**src/rtl/spi_pkg.sv**
```systemverilog
// Shared definitions for the SPI slave engine: default sizes, FSM state and
// the {CPOL, CPHA} mode encoding.
package spi_pkg;

    localparam int unsigned DATA_W_DEFAULT      = 8;
    localparam int unsigned SYNC_STAGES_DEFAULT = 2;

    typedef enum logic {
        StIdle,
        StActive
    } state_e;

    typedef enum logic [1:0] {
        Mode0 = 2'b00,
        Mode1 = 2'b01,
        Mode2 = 2'b10,
        Mode3 = 2'b11
    } spi_mode_e;

    function automatic logic mode_cpol(input spi_mode_e m);
        logic [1:0] b;
        b = m;
        return b[1];
    endfunction

    function automatic logic mode_cpha(input spi_mode_e m);
        logic [1:0] b;
        b = m;
        return b[0];
    endfunction

endpackage

```
**src/rtl/spi_sync_edge.sv**
```systemverilog
// N-stage synchronizer for an asynchronous pin, with single-cycle rise/fall
// pulses derived from the synchronized level and its delayed copy.
module spi_sync_edge #(
    parameter int unsigned Stages = 2
) (
    input  logic clk_i,
    input  logic rst_i,
    input  logic rst_val_i,
    input  logic d_i,
    output logic q_o,
    output logic rise_o,
    output logic fall_o
);

    logic [Stages-1:0] sync_q, sync_d;
    logic              prev_q, prev_d;

    always_comb begin
        sync_d = {sync_q[Stages-2:0], d_i};
        prev_d = sync_q[Stages-1];
    end

    always_ff @(posedge clk_i) begin
        if (rst_i) begin
            sync_q <= {Stages{rst_val_i}};
            prev_q <= rst_val_i;
        end else begin
            sync_q <= sync_d;
            prev_q <= prev_d;
        end
    end

    assign q_o    = sync_q[Stages-1];
    assign rise_o = q_o & ~prev_q;
    assign fall_o = ~q_o & prev_q;

endmodule

```
**src/rtl/spi_slave_engine.sv**
```systemverilog
// SPI slave engine: oversamples SCK/SS/MOSI in the clk domain, shifts full-duplex
// frames, and offers a one-deep tx buffer plus an rx register with SPIF/overrun.
module spi_slave_engine
    import spi_pkg::*;
#(
    parameter int unsigned DATA_W      = DATA_W_DEFAULT,
    parameter int unsigned SYNC_STAGES = SYNC_STAGES_DEFAULT
) (
    input  logic              clk,
    input  logic              rst,
    input  logic              SPE,
    input  logic              CPOL,
    input  logic              CPHA,
    input  logic              LSBFE,
    input  logic              SCK,
    input  logic              SS,
    input  logic              MOSI,
    output logic              MISO,
    output logic              MISO_oe,
    input  logic [DATA_W-1:0] tx_data,
    input  logic              tx_load,
    output logic              tx_ready,
    output logic [DATA_W-1:0] rx_data,
    output logic              SPIF,
    input  logic              SPIF_clr,
    output logic              rx_ovr
);

    localparam int unsigned      CntW   = $clog2(DATA_W);
    localparam logic [CntW-1:0] CntMax = CntW'(DATA_W - 1);

    function automatic logic first_bit(input logic lsb, input logic [DATA_W-1:0] v);
        return lsb ? v[0] : v[DATA_W-1];
    endfunction

    function automatic logic [DATA_W-1:0] shift_out(input logic lsb,
                                                    input logic [DATA_W-1:0] v);
        return lsb ? (v >> 1) : (v << 1);
    endfunction

    function automatic logic [DATA_W-1:0] shift_in(input logic lsb,
                                                   input logic [DATA_W-1:0] v,
                                                   input logic b);
        return lsb ? {b, v[DATA_W-1:1]} : {v[DATA_W-2:0], b};
    endfunction

    logic       sck_sync, sck_rise, sck_fall;
    logic       ss_sync, ss_rise, ss_fall;
    logic       mosi_sync;
    logic [1:0] unused_mosi_edge;

    spi_sync_edge #(.Stages(SYNC_STAGES)) u_sync_sck (
        .clk_i    (clk),
        .rst_i    (rst),
        .rst_val_i(CPOL),
        .d_i      (SCK),
        .q_o      (sck_sync),
        .rise_o   (sck_rise),
        .fall_o   (sck_fall)
    );

    spi_sync_edge #(.Stages(SYNC_STAGES)) u_sync_ss (
        .clk_i    (clk),
        .rst_i    (rst),
        .rst_val_i(1'b1),
        .d_i      (SS),
        .q_o      (ss_sync),
        .rise_o   (ss_rise),
        .fall_o   (ss_fall)
    );

    spi_sync_edge #(.Stages(SYNC_STAGES)) u_sync_mosi (
        .clk_i    (clk),
        .rst_i    (rst),
        .rst_val_i(1'b0),
        .d_i      (MOSI),
        .q_o      (mosi_sync),
        .rise_o   (unused_mosi_edge[0]),
        .fall_o   (unused_mosi_edge[1])
    );

    spi_mode_e mode;
    logic      cpol, cpha, sck_edge, lead, trail;

    assign mode     = spi_mode_e'({CPOL, CPHA});
    assign cpol     = mode_cpol(mode);
    assign cpha     = mode_cpha(mode);
    assign sck_edge = sck_rise | sck_fall;
    // Leading edge moves SCK away from its idle level, trailing edge returns it.
    assign lead     = sck_edge & (sck_sync ^ cpol);
    assign trail    = sck_edge & ~(sck_sync ^ cpol);

    state_e state_q, state_d;
    logic   start, abort;

    assign start = (state_q == StIdle) & SPE & ss_fall;
    assign abort = ~SPE | ss_rise;

    always_ff @(posedge clk) begin
        if (rst) begin
            state_q <= StIdle;
        end else begin
            state_q <= state_d;
        end
    end

    always_comb begin
        state_d = state_q;
        unique case (state_q)
            StIdle:   if (start) state_d = StActive;
            StActive: if (abort) state_d = StIdle;
        endcase
    end

    logic [CntW-1:0]   cnt_q, cnt_d;
    logic [DATA_W-1:0] tx_sr_q, tx_sr_d, rx_sr_q, rx_sr_d;
    logic [DATA_W-1:0] tx_buf_q, tx_buf_d, rx_data_q, rx_data_d;
    logic              fresh_q, fresh_d, miso_q, miso_d, oe_q, oe_d;
    logic              tx_full_q, tx_full_d, spif_q, spif_d, ovr_q, ovr_d;

    logic              active, sample, shift, reload, take, accept, complete;
    logic [DATA_W-1:0] frame_src, rx_next;

    always_comb begin
        active    = (state_q == StActive) & ~abort;
        sample    = active & (cpha ? trail : lead);
        shift     = active & (cpha ? lead : trail);
        // A wrapped counter at a shift point without a fresh load starts the next frame.
        reload    = shift & (cnt_q == '0) & ~fresh_q;
        take      = tx_full_q & (start | reload);
        accept    = tx_load & (~tx_full_q | take);
        frame_src = tx_full_q ? tx_buf_q : '0;
        rx_next   = shift_in(LSBFE, rx_sr_q, mosi_sync);
        complete  = sample & (cnt_q == CntMax);

        cnt_d     = cnt_q;
        tx_sr_d   = tx_sr_q;
        rx_sr_d   = rx_sr_q;
        fresh_d   = fresh_q;
        miso_d    = miso_q;
        oe_d      = SPE & ~ss_sync;
        tx_buf_d  = accept ? tx_data : tx_buf_q;
        tx_full_d = accept | (tx_full_q & ~take);

        if (start) begin
            cnt_d = '0;
            if (cpha) begin
                tx_sr_d = frame_src;
                fresh_d = 1'b1;
                miso_d  = 1'b0;
            end else begin
                tx_sr_d = shift_out(LSBFE, frame_src);
                fresh_d = 1'b0;
                miso_d  = first_bit(LSBFE, frame_src);
            end
        end else if ((state_q == StActive) && abort) begin
            cnt_d   = '0;
            fresh_d = 1'b0;
            miso_d  = 1'b0;
        end else if (active) begin
            if (shift) begin
                fresh_d = 1'b0;
                if (reload) begin
                    miso_d  = first_bit(LSBFE, frame_src);
                    tx_sr_d = shift_out(LSBFE, frame_src);
                end else begin
                    miso_d  = first_bit(LSBFE, tx_sr_q);
                    tx_sr_d = shift_out(LSBFE, tx_sr_q);
                end
            end
            if (sample) begin
                rx_sr_d = rx_next;
                cnt_d   = (cnt_q == CntMax) ? '0 : cnt_q + 1'b1;
            end
        end

        // A completing frame overrides a simultaneous clear.
        rx_data_d = rx_data_q;
        spif_d    = spif_q & ~SPIF_clr;
        ovr_d     = ovr_q & ~SPIF_clr;
        if (complete) begin
            if (!spif_d) begin
                rx_data_d = rx_next;
                spif_d    = 1'b1;
            end else begin
                ovr_d = 1'b1;
            end
        end
    end

    always_ff @(posedge clk) begin
        if (rst) begin
            cnt_q     <= '0;
            tx_sr_q   <= '0;
            rx_sr_q   <= '0;
            fresh_q   <= 1'b0;
            miso_q    <= 1'b0;
            oe_q      <= 1'b0;
            tx_buf_q  <= '0;
            tx_full_q <= 1'b0;
            rx_data_q <= '0;
            spif_q    <= 1'b0;
            ovr_q     <= 1'b0;
        end else begin
            cnt_q     <= cnt_d;
            tx_sr_q   <= tx_sr_d;
            rx_sr_q   <= rx_sr_d;
            fresh_q   <= fresh_d;
            miso_q    <= miso_d;
            oe_q      <= oe_d;
            tx_buf_q  <= tx_buf_d;
            tx_full_q <= tx_full_d;
            rx_data_q <= rx_data_d;
            spif_q    <= spif_d;
            ovr_q     <= ovr_d;
        end
    end

    assign MISO     = miso_q;
    assign MISO_oe  = oe_q;
    assign tx_ready = ~tx_full_q;
    assign rx_data  = rx_data_q;
    assign SPIF     = spif_q;
    assign rx_ovr   = ovr_q;

endmodule
```
**config.mk**
```make
export PLATFORM = sky130hd
export DESIGN_NAME = spi_slave_engine
export DESIGN_NICKNAME = d
export VERILOG_FILES = /design/src/rtl/spi_pkg.sv /design/src/rtl/spi_sync_edge.sv /design/src/rtl/spi_slave_engine.sv
export SDC_FILE = /design/constraint.sdc
export NUM_CORES = 1
export LEC_CHECK = 0
export ABC_AREA = 1
export CAP_MARGIN = 10
export CORE_UTILIZATION = 41
export DETAILED_ROUTE_END_ITERATION = 7
export PLACE_DENSITY = 0.65
export SYNTH_ARGS = -nofsm -noshare
export SYNTH_HDL_FRONTEND = slang
export SYNTH_SLANG_ARGS = --single-unit
```
**constraint.sdc**
```tcl
create_clock -name clk -period 3 [get_ports clk]
set_clock_uncertainty 0.05 [all_clocks]
set_input_delay 0.6 -clock clk [delete_from_list [all_inputs] [get_ports clk]]
set_output_delay 0.6 -clock clk [all_outputs]
set_load 0.05 [all_outputs]
```
==> impl_metrics.csv <==
group,metric,value,unit
clock_tree,cts.hold.buffers_added,0,
floorplanning,die_h,81.9,um
route,routed_wirelength,5630,um
setup_path,critical_path_fanout_max,10,
setup_path,cp_arrival,1.64,ns
layout,layout_commonest_cell,"sky130_fd_sc_hd__nand2_1",
clock_tree,worst_setup_hold_path_clk_slew,0.10,ns
clock_tree,cts_buffers,5,
route,firstDrtPassIters,4,
logic_synthesis,synth.area.top_cells,"sky130_fd_sc_hd__dfxtp_1, sky130_fd_sc_hd__nand2_1, sky130_fd_sc_hd__a21oi_1",
setup_path,setup.worst_path.start_class,"flip-flop",
timing,finalMaxSlewViolations,0,
clock_tree,clockRootBuffer,"sky130_fd_sc_hd__clkbuf_8",
floorplanning,placementRows,28,
layout,areaGrowthSynthToFinish,16.4,%
global_routing,grt_remaining_overflow,0,
logic_synthesis,yosysTopAreaCellShare,38.2,%
setup_path,timing.setup.critical_path_class,"flip-flop to primary output",
floorplanning,design.portCount,32,
route,drt-vias-per-instance,5.21,
route,route.antenna.remaining_nets,0,
layout,final_util,50.6,%
global_routing,grt_pass1_vias,2207,
run,maxCapViolations,0,
logic_synthesis,synthesis.nets,385,
layout,commonest_cells_after_routing_fill_and_taps_aside,"sky130_fd_sc_hd__nand2_1, sky130_fd_sc_hd__dfxtp_1, sky130_fd_sc_hd__inv_1, sky130_fd_sc_hd__nor2_1, sky130_fd_sc_hd__a21oi_1",
floorplanning,initial_standard_cell_utilization_of_the_core,43.4,%
timing,hold_slack,0.358,ns
setup_path,worstPathCellList,"inv_1, clkdlybuf4s50_1",
timing,achievable-frequency,437,MHz
place,placed_cell_area,2930,sq um
global_routing,antenna_found_initial,0,
timing,fin_setup_tns,0,ns
setup_path,endpoint_kind,"primary output",
route,wl_per_cell,12.2,um
global_routing,grtUsageTotal,18.6,%
logic_synthesis,syn-mean-instance-area,7.21,sq um
power_and_ir_drop,powerDensity,452,nW/um^2
setup_path,critical-path-slowest-cell,"sky130_fd_sc_hd__clkdlybuf4s50_1",
timing,finalSetupViolations,0,
logic_synthesis,number_of_distinct_library_cell_variants_in_the_gate_level_netlist_after_synthesis,32,
clock_tree,cts_max_level,2,
layout,drive_gt1_share,10.1,%
timing,final_critical_path_share_of_the_clock_period,76.3,%
logic_synthesis,synth_seq_cells,50,
global_routing,grt_pass1_wl,9690,um
timing,timing.final.hold_violations,0,
floorplanning,core_area,6030,sq um
layout,final_design_area_no_fill,3050,sq um
global_routing,grt_max_degree,28,
place,placement.io_buffers,31,
clock_tree,worst_skew_pair.late_latency,0.31,ns
route,drt_iter0_markers,159,
layout,n_antenna_cell,0,
timing,post_layout_min_period,2.29,ns
power_and_ir_drop,report.power.total,1380,uW
clock_tree,cts_max_path_buffers,2,
run_status,status,"finished, final reports clean",
power_and_ir_drop,max-vdd-ir-drop,0.289,mV
layout,layout.nets,408,
timing,timing.max_slew.rel_slack,53.8,%
clock_tree,postCtsResizedCells,0,
clock_tree,clock_sink_count,50,
floorplanning,die_area,6710,sq um
logic_synthesis,netlist_instances,363,
logic_synthesis,netlist.top_cell.by_area,"sky130_fd_sc_hd__dfxtp_1",
clock_tree,tritoncts_clock_tree,"built",
route,residual_drc,0,
place,place_hpwl,4010,um
min_path,worstHoldPathType,"flip-flop to flip-flop",
logic_synthesis,synth_area,2620,sq um
place,gp_routability_congestion,0.818,
logic_synthesis,synth_sequential_area_ratio,38.2,%
timing,worst_slew_pin_slew,0.693,ns
setup_path,critical-path-max-stage-delay,0.70,ns
timing,unrepaired_setup_endpoints_after_global_routing,"no",
floorplanning,die_w,81.9,um
power_and_ir_drop,total_leakage_power,0.00133,uW
clock_tree,post_cts_buffers,0,
route,detailroute.via_count,2406,
setup_path,critPathRequiredTime,2.35,ns
logic_synthesis,ys_warn_count,0,
flip-flops by register name (all words and copies together), names as in the netlist, 2 cells and up:
register,count
u_sync_mosi.sync_q,2
rx_data,8
cnt_q,3
tx_buf_q,8
u_sync_ss.sync_q,2
tx_sr_q,8
u_sync_sck.sync_q,2
rx_sr_q,8
critical path: cells and delay by family, from the launching register on:
family   cells  cell delay [ns]
flops        1             0.56
buf+inv      2             0.77
metal layers:
metal,wire length (um),GRT usage (%),vias to the layer above
li1,-,-,1259
met1,2720,23.3,1101
met2,2680,32.2,37
met3,157,3.33,9
met4,69,5.79,0
met5,0,0,-
path summary, 6_finish.rpt:
path / from / to / slack, ns / cells past startpoint
worst max-delay path: tx_full_q / tx_ready / 0.71 / 2
worst min-delay path: u_sync_mosi.sync_q[0] / u_sync_mosi.sync_q[1] / 0.36 / 2
worst min register to register: u_sync_mosi.sync_q[0] / u_sync_mosi.sync_q[1] / 0.36 / 2
worst max register to register: cnt_q[0] / tx_buf_q[1] / 1.22 / 8
area by class of cell:
type	count	area [sq um]
clock buffer	5	68.8
clock inverter	3	47.5
fill	615	2980
inverter	41	159
multi-input combinational	253	1340
sequential	50	1000
tap	75	93.8
timing repair buffer	35	340
power by group:
group          internal, uW  switching (uW)  total, uW
registers               686            15.5        702
clock network           253             248        502
logic                  70.1             103        173
kinds of logic after synthesis:
kind of cell,Yosys count,share of synthesized area (%)
adder cells (fa/ha/maj),3,1.43
AO/OA/AOI/OAI,79,16.6
buffers and inverters,60,10.7
multiplexers,5,1.91
flip-flops,50,38.2
AND/OR/NAND/NOR,166,31.1
cell usage after synthesis:
cell	count
sky130_fd_sc_hd__a211oi_1	8
sky130_fd_sc_hd__a21oi_1	33
sky130_fd_sc_hd__a21oi_2	1
sky130_fd_sc_hd__buf_1	1
sky130_fd_sc_hd__buf_2	5
sky130_fd_sc_hd__buf_4	3
sky130_fd_sc_hd__buf_6	3
sky130_fd_sc_hd__clkbuf_1	6
sky130_fd_sc_hd__clkbuf_8	1
sky130_fd_sc_hd__dfxtp_1	50
sky130_fd_sc_hd__ha_1	3
sky130_fd_sc_hd__inv_1	37
sky130_fd_sc_hd__inv_2	2
sky130_fd_sc_hd__inv_4	2
sky130_fd_sc_hd__mux2i_1	5
sky130_fd_sc_hd__nand2_1	72
sky130_fd_sc_hd__nand2_2	4
sky130_fd_sc_hd__nand2_4	1
sky130_fd_sc_hd__nand3_1	20
sky130_fd_sc_hd__nand3_2	1
sky130_fd_sc_hd__nand3_4	3
sky130_fd_sc_hd__nand3b_1	1
sky130_fd_sc_hd__nand4_1	17
sky130_fd_sc_hd__nand4_2	1
sky130_fd_sc_hd__nor2_1	35
sky130_fd_sc_hd__nor2_4	1
sky130_fd_sc_hd__nor3b_4	1
sky130_fd_sc_hd__o21a_1	1
sky130_fd_sc_hd__o21ai_0	27
sky130_fd_sc_hd__o21ai_2	1
sky130_fd_sc_hd__o22ai_1	8
sky130_fd_sc_hd__or2_2	9
per-stage QoR:
step | setup slack, ns | instances
after floorplan | 1.31 | 363
after global placement | 0.616 | 454
after detailed placement | 0.556 | 454
after CTS | 0.698 | 462
after global routing | 0.621 | 462
final | 0.711 | 462
No activity file was read; power rests on OpenSTA's default activity.
==> RTL change, RTL diff (same settings) <==
`DATA_W_DEFAULT`: 8 -> 4.
--- a/src/rtl/spi_pkg.sv
+++ b/src/rtl/spi_pkg.sv
@@ -4,3 +4,3 @@
 
-    localparam int unsigned DATA_W_DEFAULT      = 8;
+    localparam int unsigned DATA_W_DEFAULT      = 4;
     localparam int unsigned SYNC_STAGES_DEFAULT = 2;
Ports: changed (resized rx_data and tx_data); port bits go from 32 to 24. No check against the original RTL was run, so the function may have changed too.
==> RTL change against the unedited design <==
Routed wire length fell by 41%; sequential cell count fell by 17; clock power fell by 26%; power fell by 31%; final area fell by 33%; first-iteration DRC count fell by 30%; area after synthesis fell by 37%; utilization rose by 3.7 points; sequential share of layout area fell by 0.58 points; setup slack improved by 0.11 ns; largest cell class unchanged; largest power group unchanged.
==> RTL change: results (changes against the unedited design) <==
grt:
  use_met2_pct: 27.8  # -4.4 points
  met1_usage_pct: 21.0  # -2.3 points
  grt_usage_pct: 17.7  # -0.95 points
  grt_max_degree: 18  # -36%
  grt_pass1_vias: 1368  # -38%
  grt_pass1_wl_mm: 5.66  # -42%
place:
  placed_area_um2: 1950  # -34%
  dpl.hpwl_mm: 2.43  # -39%
  gp_congestion: 0.846  # +3.4%
  place_ws_ns: 0.791  # +0.235 ns
  port_buffers: 23  # -26%
  placed_cells: 307  # -32%
finish:
  nNetsFinal: 283  # -31%
  fin_cells: 315  # -32%
  nFillCells: 350  # -43%
logic_synthesis:
  synth_cell_types: 24  # -25%
  yosysSeqAreaShare_pct: 39.9  # +1.6 points
  synthesis.nets: 256  # -34%
  synthTopCellsByArea: "dfxtp_1 40%, nand2_1 14%, inv_1 7.3%, a21oi_1 6.6%, o21ai_0 6.6%"
  syn_inst: 239  # -34%
  synth_top_cells_by_count: "62 x nand2_1, 33 x dfxtp_1, 32 x inv_1"
power_and_ir_drop:
  pwr-share-clk_pct: 39.1  # +2.7 points
  ir_worst_vdd_mv: 0.372  # +29%
  pg_clk_mw: 0.371  # -26%
  p_sw_share_pct: 25.4  # -1.3 points
  leakage_nw: 0.958  # -28%
clock_network:
  clk_pin_slew_ns: 0.07  # -0.03 ns
  clock_latency_ns: 0.29  # -0.02 ns
drt:
  routedWlPerCell_um: 10.5  # -14%
  wl_met2_mm: 1.42  # -47%
  drt-vias-per-instance: 4.72  # -9.4%
  drt_iter0_drc: 111  # -30%
  wl_met3_um: 169  # +7.6%
  met1_length_mm: 1.64  # -40%
critical_path:
  cp_data_arrival_time_ns: 1.53  # -0.11 ns
  r2r_slack_ns: 1.46  # +0.24 ns
  crit_fanout: 6  # -4
timing:
  hold-worst-slack_ns: 0.356  # -0.00261 ns
  clock.fmax_ghz: 0.459  # +5.1%
outcome:
  outcome: "complete, no violations"
[RTL change: logic make-up (layout without fill, tap and decap cells)]
family                     after synthesis  after routing  synth area share, %
DFF                                     33             33                 39.9
muxes                                    1              1                0.604
AOI/OAI and AO/OA                       49             49                 15.6
buffers and inverters                   40             68                 9.14
and+or+nand+nor                        114            114                 33.2
adders and majority gates                2              2                 1.51
[RTL change: cell type report]
cell class | count | share of cell area [%]
sequential | 33 | 32.3
tap | 48 | 2.93
timing repair buffer | 26 | 12.3
inverter | 34 | 6.23
clock inverter | 1 | 0.244
clock buffer | 7 | 4.71
multi-input combinational | 166 | 41.3
[RTL change: path summary, 6_finish.rpt]
| path | to | cells after the start | startpoint |
|---|---|---|---|
| worst min-delay path | u_sync_ss.sync_q[1] | 1 | u_sync_ss.sync_q[0] |
| worst min register to register | u_sync_ss.sync_q[1] | 1 | u_sync_ss.sync_q[0] |
| worst max register to register | tx_buf_q[0] | 9 | cnt_q[0] |
| worst max-delay path | tx_ready | 2 | tx_full_q |
